### src/rtl/key_event_decoder.sv
// key_event_decoder: turns debounced key levels into PRESS/RELEASE/LONG/REPEAT
// events for one tracked key at a time, queued in a 4-deep FIFO.
// Ports:
//   CLK, RST                 clock, async active-high reset
//   Key_In[4:0]              debounced key levels, 1 = pressed
//   Evt_Ready                consumer pops the head event
//   Evt_Valid                FIFO not empty
//   Evt_Key[2:0]             key index of head event
//   Evt_Type[1:0]            00 PRESS, 01 RELEASE, 10 LONG, 11 REPEAT
//   Evt_Count[2:0]           events stored (0-4)
//   Overflow                 sticky, an event was dropped on a full FIFO
// Build option: define KEY_EVENT_REPEAT_EN to emit REPEAT events in AUTO.
module key_event_decoder #(
  parameter int unsigned LONG_CYCLES   = 50_000_000,
  parameter int unsigned REPEAT_CYCLES = 10_000_000
) (
  input  logic       CLK,
  input  logic       RST,
  input  logic [4:0] Key_In,
  input  logic       Evt_Ready,
  output logic       Evt_Valid,
  output logic [2:0] Evt_Key,
  output logic [1:0] Evt_Type,
  output logic [2:0] Evt_Count,
  output logic       Overflow
);

  localparam int unsigned MAXC =
    (LONG_CYCLES > REPEAT_CYCLES) ? LONG_CYCLES : REPEAT_CYCLES;
  localparam int unsigned CW = (MAXC > 1) ? $clog2(MAXC) : 1;

  localparam logic [CW-1:0] LONG_LAST = CW'(LONG_CYCLES - 1);
`ifdef KEY_EVENT_REPEAT_EN
  localparam logic [CW-1:0] REP_LAST = CW'(REPEAT_CYCLES - 1);
`endif

  typedef enum logic [1:0] {
    S_IDLE,
    S_HOLD,
    S_AUTO
  } state_e;

  typedef enum logic [1:0] {
    EV_PRESS   = 2'b00,
    EV_RELEASE = 2'b01,
    EV_LONG    = 2'b10,
    EV_REPEAT  = 2'b11
  } evt_e;

  typedef struct packed {
    logic [2:0] key;
    evt_e       typ;
  } evt_t;

  // ---------------------------------------------------------------
  // Key sampling and rising-edge detection
  // ---------------------------------------------------------------
  logic [4:0] key_q;
  logic [4:0] key_prev_q;
  logic       prime_q;
  logic [4:0] rise;
  logic [2:0] rise_idx;

  // The first clock after reset loads both stages with the same
  // value, so keys already held at reset release never look like
  // a fresh press.
  always_ff @(posedge CLK or posedge RST) begin
    if (RST) begin
      key_q      <= '0;
      key_prev_q <= '0;
      prime_q    <= 1'b1;
    end else begin
      key_q      <= Key_In;
      key_prev_q <= prime_q ? Key_In : key_q;
      prime_q    <= 1'b0;
    end
  end

  assign rise = key_q & ~key_prev_q;

  // Lowest-index rising key wins.
  always_comb begin
    rise_idx = '0;
    for (int i = 4; i >= 0; i--) begin
      if (rise[i]) begin
        rise_idx = 3'(i);
      end
    end
  end

  // ---------------------------------------------------------------
  // Tracking FSM (registered push request to the FIFO)
  // ---------------------------------------------------------------
  state_e        state_q;
  logic [2:0]    trk_q;
  logic [CW-1:0] cnt_q;
  logic          push_q;
  logic [2:0]    pkey_q;
  evt_e          ptype_q;
  logic          held;

  assign held = |(key_q & (5'b00001 << trk_q));

  always_ff @(posedge CLK or posedge RST) begin
    if (RST) begin
      state_q <= S_IDLE;
      trk_q   <= '0;
      cnt_q   <= '0;
      push_q  <= 1'b0;
      pkey_q  <= '0;
      ptype_q <= EV_PRESS;
    end else begin
      push_q <= 1'b0;
      unique case (state_q)
        S_IDLE: begin
          if (|rise) begin
            trk_q   <= rise_idx;
            cnt_q   <= '0;
            push_q  <= 1'b1;
            pkey_q  <= rise_idx;
            ptype_q <= EV_PRESS;
            state_q <= S_HOLD;
          end
        end
        S_HOLD: begin
          // Release wins over LONG in the same cycle.
          if (!held) begin
            push_q  <= 1'b1;
            pkey_q  <= trk_q;
            ptype_q <= EV_RELEASE;
            state_q <= S_IDLE;
          end else if (cnt_q == LONG_LAST) begin
            push_q  <= 1'b1;
            pkey_q  <= trk_q;
            ptype_q <= EV_LONG;
            cnt_q   <= '0;
            state_q <= S_AUTO;
          end else begin
            cnt_q <= cnt_q + CW'(1);
          end
        end
        S_AUTO: begin
          if (!held) begin
            push_q  <= 1'b1;
            pkey_q  <= trk_q;
            ptype_q <= EV_RELEASE;
            state_q <= S_IDLE;
          end
`ifdef KEY_EVENT_REPEAT_EN
          else if (cnt_q == REP_LAST) begin
            push_q  <= 1'b1;
            pkey_q  <= trk_q;
            ptype_q <= EV_REPEAT;
            cnt_q   <= '0;
          end else begin
            cnt_q <= cnt_q + CW'(1);
          end
`endif
        end
        default: begin
          state_q <= S_IDLE;
        end
      endcase
    end
  end

  // ---------------------------------------------------------------
  // 4-deep event FIFO
  // ---------------------------------------------------------------
  evt_t       mem_q [4];
  logic [1:0] wr_q;
  logic [1:0] rd_q;
  logic [2:0] fcnt_q;
  logic [2:0] fcnt_d;
  logic       ovf_q;
  logic       full;
  logic       pop;
  logic       wr_en;
  logic       drop;
  evt_t       head;

  assign full  = (fcnt_q == 3'd4);
  assign pop   = (fcnt_q != 3'd0) && Evt_Ready;
  // A pop in the same cycle frees the slot, so a full FIFO still
  // accepts the push.
  assign wr_en = push_q && (!full || pop);
  assign drop  = push_q && full && !pop;

  always_comb begin
    fcnt_d = fcnt_q;
    unique case ({wr_en, pop})
      2'b10:   fcnt_d = fcnt_q + 3'd1;
      2'b01:   fcnt_d = fcnt_q - 3'd1;
      default: fcnt_d = fcnt_q;
    endcase
  end

  always_ff @(posedge CLK or posedge RST) begin
    if (RST) begin
      for (int i = 0; i < 4; i++) begin
        mem_q[i] <= '0;
      end
      wr_q   <= '0;
      rd_q   <= '0;
      fcnt_q <= '0;
      ovf_q  <= 1'b0;
    end else begin
      if (wr_en) begin
        mem_q[wr_q] <= '{key: pkey_q, typ: ptype_q};
        wr_q        <= wr_q + 2'd1;
      end
      if (pop) begin
        rd_q <= rd_q + 2'd1;
      end
      fcnt_q <= fcnt_d;
      if (drop) begin
        ovf_q <= 1'b1;
      end
    end
  end

  assign head      = mem_q[rd_q];
  assign Evt_Valid = (fcnt_q != 3'd0);
  assign Evt_Key   = Evt_Valid ? head.key : 3'd0;
  assign Evt_Type  = Evt_Valid ? head.typ : 2'b00;
  assign Evt_Count = fcnt_q;
  assign Overflow  = ovf_q;

endmodule

### config.mk
export PLATFORM = sky130hd
export DESIGN_NAME = key_event_decoder
export DESIGN_NICKNAME = d
export VERILOG_FILES = /design/src/rtl/key_event_decoder.sv
export SDC_FILE = /design/constraint.sdc
export NUM_CORES = 1
export LEC_CHECK = 0
export ABC_AREA = 0
export BUFFER_PORTS_ARGS = -buffer_cell sky130_fd_sc_hd__buf_2
export CORE_AREA = 2 2 129 131
export DETAILED_ROUTE_END_ITERATION = 10
export DIE_AREA = 0 0 131 133
export PLACE_DENSITY_LB_ADDON = 0.05
export SETUP_SLACK_MARGIN = 0.3
export SLEW_MARGIN = 40
export SYNTH_ARGS = -nofsm -noshare
export SYNTH_HDL_FRONTEND = slang
export SYNTH_SLANG_ARGS = --single-unit
### constraint.sdc
create_clock -name CLK -period 2.3 [get_ports CLK]
set_input_delay 0.115 -clock CLK [delete_from_list [all_inputs] [get_ports CLK]]
set_output_delay 0.115 -clock CLK [all_outputs]
set_load 0.01 [all_outputs]
Yosys cells after proc, flatten, opt, wreduce, memory -nomap -nowiden --
Index checks and enable logic that the tools add are counted.
Operators by class: reductions and logical operators 19, magnitude comparators 3, equal/unequal tests 10, add/subtract/negate cells 5, bitwise operators 5, muxes and demuxes 38, shift-type cells 1
Operators by type and width (number):
- 26-bit two-way mux | 3
- 26-bit one-hot mux with 2 select lines | 1
- 3-bit two-way mux | 10
- 26-bit by 1-bit adder with 26-bit output, second input constant | 1
- 26-bit equality test, second input constant | 1
- 20-bit bitwise mux | 1
- 5-bit two-way mux | 4
- 2-bit two-way mux | 8
- 2-bit one-hot mux with 3 select lines | 2
- 5-bit AND | 2
- 5-bit binary-select mux with 2-bit select | 1
- 5-bit demux with 2-bit select | 1
- 5-bit OR reduction | 2
- 3-bit one-hot mux with 3 select lines | 1
- 3-bit >= comparator, second input constant | 2
- 2-bit != test, second input constant | 3
- 2-bit NOT with 3-bit output | 2
- 3-bit one-hot mux with 2 select lines | 1
- 3-bit AND reduction | 2
- 3-bit nonzero test | 2
- 1-bit logical AND | 5
- 5-bit NOT | 1
- 1-bit by 3-bit left shift with 5-bit output, first input constant | 1
- 2-bit by 1-bit adder with 2-bit output, second input constant | 2
- 15 further kinds | 22
Word-level totals: bits of input ports 8, register bits after elaboration 76, output and inout bits 10

Longest topological paths before layout --
depth in word-level cells 9, depth in mapped cells 10, depth with buffers taken out 9

Least setup slack after synthesis --
OpenSTA, ideal clock, no wires.
path kind register -> register, start point reg fcnt_q[0], in the netlist Evt_Count[0], end point reg fcnt_q[2], in the netlist Evt_Count[2], required time 2.221 ns, stages on the path, launching flop included 11, arrival 2.057 ns, clock period less this slack 2.137 ns, slack 0.163 ns, path through dfrtp_1 -> nor4b_1 -> nor2b_1 -> clkbuf_1 -> inv_1 -> ha_1 -> inv_1 -> fa_1 -> xor2_1 -> nor2_1 -> xor2_1
On the way: cells in the longest elaborated chain, start to end 6
RTL lines:
- start: declaration | RTL line 173 | logic [2:0] fcnt_q;
- start signal: assignment | RTL line 215 | fcnt_q <= fcnt_d;
- 3-bit equality test / 3-bit nonzero test (equally long branches) | RTL line 182, 183
- 1-bit logical NOT / 1-bit logical AND (equally long branches) | RTL line 186, 183
- 1-bit logical OR | RTL line 186 | assign wr_en = push_q && (!full || pop);
- 1-bit logical AND | RTL line 186
- 2-bit by 1-bit equality test with 1-bit output / 2-bit equality test (equally long branches) | RTL line 191 | unique case ({wr_en, pop})
- 3-bit one-hot mux with 2 select lines / 2-bit nonzero test (equally long branches)
Several ways; a longest one is shown, not always the timed one. A chain may end at the register's enable or synchronous reset.

Final worst setup path --
start point reg cnt_q[24], end point reg pkey_q[0]
On the way: cells in the longest elaborated chain, start to end 3
RTL lines:
- start: declaration | RTL line 96 | logic [CW-1:0] cnt_q;
- start signal: assignment | RTL line 139 | cnt_q <= cnt_q + CW'(1);
- 26-bit equality test | RTL line 132 | end else if (cnt_q == LONG_LAST) begin
- 3-bit != test (no line)
- 4-bit AND reduction (no line)
- end signal: assignment | RTL line 129 | pkey_q <= trk_q;
- end signal: assignment | RTL line 134 | pkey_q <= trk_q;
- end signal: assignment | RTL line 145 | pkey_q <= trk_q;
- end: declaration | RTL line 98 | logic [2:0] pkey_q;
Every way passes these cells.

==> qor.yml <==
synthesis:
  synthSimpleGateAreaFrac: 0.1871
  seq_area_frac_synth: 0.4807
  synth_compound_area_frac: 0.1346
  synth_cell_types: 63
  synth.area.mux_share: 0.1157
  yosys_warnings: 0
  synth-main-ff-cell: "dfrtp_1"
  ys_ff_latch: 76
  synth_area_leader_cell: "dfrtp_1"
  syn-num-nets: 383
  yosys.area_share.xor_xnor: 0.01549
  synth_top_cell_area_share: 0.4741
  synth-async-reset-ratio: 1.000
  syn_area_um2: 3959
  synthAdderAreaFrac: 0.03666
  syn-mean-instance-area_um2: 10.88
  synthCells: 364
  synth-edff-count: 0
  synth_top_family_by_area: "simple AND/OR/NAND/NOR gates"
  netlist_top_cells_area: "dfrtp_1 (47%), mux2_2 (6.0%), mux4_2 (3.4%)"
global_route:
  grt_max_degree: 46
  grt_pass1_wl_mm: 16.57
  overflow: 0
  grt_usage: 0.1243
  grt_pass1_vias: 3022
  antenna_found_initial: 0
timing:
  period_share: 0.9450
  max_slew_margin: 0.6099
  slew_viol_final: 0
  fmax_ghz: 0.4601
  fin_tns_setup_ps: 0
  worst_pin_slew_ps: 584.0
  report.final.hold_viol_count: 0
  setup-violations-final: 0
  final.min_clock_period_ps: 2174
  finClkSkew_ps: 10.38
  rsz0062_at_grt: "true"
clock_tree:
  clock-root-buffer: "clkbuf_16"
  clock-sinks: 76
  clk_pin_slew_ps: 60
  clock_latency_ps: 350
  cts_buffer_depth: 2
  cts_buffers: 9
  cts_tree: "yes"
  cts_max_level: 3
floorplan:
  die_x_um: 131
  core-area_um2: 16170
  start_util: 0.2448
  ios: 18
  dieArea_um2: 17420
  rows: 47
  die_h_um: 133
placed_design:
  placedInstanceArea_um2: 4486
  dp_hpwl_mm: 6.999
  port_buffers: 17
  gp_congestion: 0.7087
critical_path:
  cp_data_required_time_ps: 2530
  crit_fanout: 4
  crit_chain: "or4b_1 > or4_4 > o311ai_4 > nand2_4 > mux2_4"
  cp_slowest_cell: "or4b_1"
  cp-start-kind: "register"
  endpoint_kind: "register"
  crit_type: "reg2reg"
  crit_arrival_ps: 2400
  cpPeakStageDelay_ps: 520
cells_and_area:
  post_route_cells_drive_above_1_share: 0.4201
  synthToLayoutAreaGrowth_pct: 36.63
  fillers: 1667
  nets: 452
  final_area_um2: 5409
  layout_commonest_cell: "dfrtp_1"
  insertedDiodeCount: 0
  mostFrequentLayoutCells: "dfrtp_1 (71), buf_4 (35), nand2_1 (33)"
routing:
  ant_nets: 0
  drt_first_pass_iters: 4
  routed_via_density: 4.688
  vias: 3085
  drt_iter0_drc: 122
  totalWireLength_mm: 10.47
  routedWlPerCell_um: 15.92
  drc: 0
worst_hold_path:
  holdCritPathClass: "in2reg"
power_and_ir_drop:
  irDropWorstVdd_v: 0.0003868
  p_leak_nw: 2.283
  p_per_area_nw_per_um2: 1138
flow_run:
  cap_violations: 0
outcome:
  status: "completed"
==> sequential cells by signal, summed over array words and instances (netlist names), 2 cells and up <==
register / flops
trk_q: 3
Evt_Count: 3
rd_q: 2
state_q: 2
wr_q: 2
key_prev_q: 5
ptype_q: 2
pkey_q: 3
mem_q: 20
cnt_q: 26
key_q: 5
==> per-layer routing <==
layer | global-route usage | up-vias | routed length (um)
met4 | 0.04787 | 0 | 186
met5 | 0 | - | 0
li1 | - | 1491 | -
met3 | 0.02224 | 16 | 232
met1 | 0.1753 | 1548 | 5111
met2 | 0.1885 | 30 | 4944
==> through the flow <==
step	std cells	util	hold WS (ps)	power [mW]	setup WS [ps]
floorplan	364	-	146.4	3.229	175.7
global placement	612	0.2774	209.3	3.940	101.5
detailed placement	612	0.2774	221.1	3.954	102.3
CTS	644	0.3085	134.9	5.626	123.3
global route	658	0.3345	164.2	6.598	56.96
finish	658	0.3345	149.0	6.154	126.4
==> critical path: cells and delay by family (launching register included) <==
family | cells | cell delay, ps
and+or+nand+nor | 3 | 1080
DFF | 1 | 370
muxes | 1 | 310
AOI/OAI and AO/OA | 1 | 300
==> area by class of cell <==
| class | count | area [um^2] | area share |
|---|---|---|---|
| well taps | 220 | 275.3 | 0.05089 |
| inverters | 18 | 71.32 | 0.01319 |
| clock inverters | 5 | 42.54 | 0.007865 |
| clock buffers | 11 | 252.7 | 0.04673 |
| flip-flops and latches | 76 | 1908 | 0.3528 |
| multi-input cells | 259 | 2260 | 0.4178 |
| repair buffers | 69 | 599.3 | 0.1108 |
==> repair_timing <==
action                                  CTS  global route
endpoints found under the hold margin    28             0
hold buffers                              6             0
endpoints found under the setup margin   29            31
gates resized for setup                  16            62
cloned                                    0             4
buffers inserted                         10            10
pin swaps                                 4            34
==> power by group <==
part	internal (mW)	total, mW	switching, mW
Clock	0.804	1.42	0.615
Combinational	1.44	2.82	1.38
Sequential	1.63	1.91	0.287
Total	3.88	6.15	2.28
==> path summary, 6_finish.rpt <==
path / slack [ps] / start / cells past startpoint / end
max in group asynchronous: 1130 / RST / 5 / Evt_Count[0]$_DFFE_PP0P_
worst min register to register: 470 / Overflow$_DFFE_PP0P_ / 1 / Overflow$_DFFE_PP0P_
min in group asynchronous: 380 / RST / 3 / key_q[0]$_DFF_PP0_
worst max-delay path: 130 / cnt_q[24]$_DFFE_PP0P_ / 5 / pkey_q[0]$_DFFE_PP0P_
worst max register to register: 130 / cnt_q[24]$_DFFE_PP0P_ / 5 / pkey_q[0]$_DFFE_PP0P_
worst min-delay path: 150 / Evt_Ready / 3 / rd_q[0]$_DFFE_PP0P_
==> cells in the mapped netlist, types with 3 or more instances <==
| cell | number |
|---|---|
| a21o_1 | 6 |
| a21oi_1 | 22 |
| and2_1 | 11 |
| and3_1 | 4 |
| and4_1 | 3 |
| buf_2 | 4 |
| clkbuf_1 | 7 |
| dfrtp_1 | 75 |
| ha_1 | 10 |
| inv_1 | 18 |
| mux2_2 | 21 |
| mux2_4 | 3 |
| mux2i_1 | 3 |
| mux4_2 | 6 |
| nand2_1 | 34 |
| nand3_1 | 11 |
| nand4_1 | 6 |
| nand4b_1 | 3 |
| nor2_1 | 12 |
| nor2b_1 | 5 |
| nor3_1 | 6 |
| nor4_1 | 3 |
| o21ai_0 | 10 |
| o21ai_1 | 12 |
| o31ai_1 | 5 |
| or3_1 | 7 |
| or4_1 | 3 |
| or4b_1 | 4 |
| xnor2_1 | 3 |
| xor2_1 | 4 |
==> logic make-up after synthesis <==
family,after synthesis
DFF,76
and+or+nand+nor,127
adders and majority gates,11
AOI/OAI and AO/OA,79
muxes,34
other,1
xor gates and xnor gates,7
buffers and inverters,29
Note: power is estimated with default switching activity, not from simulation.
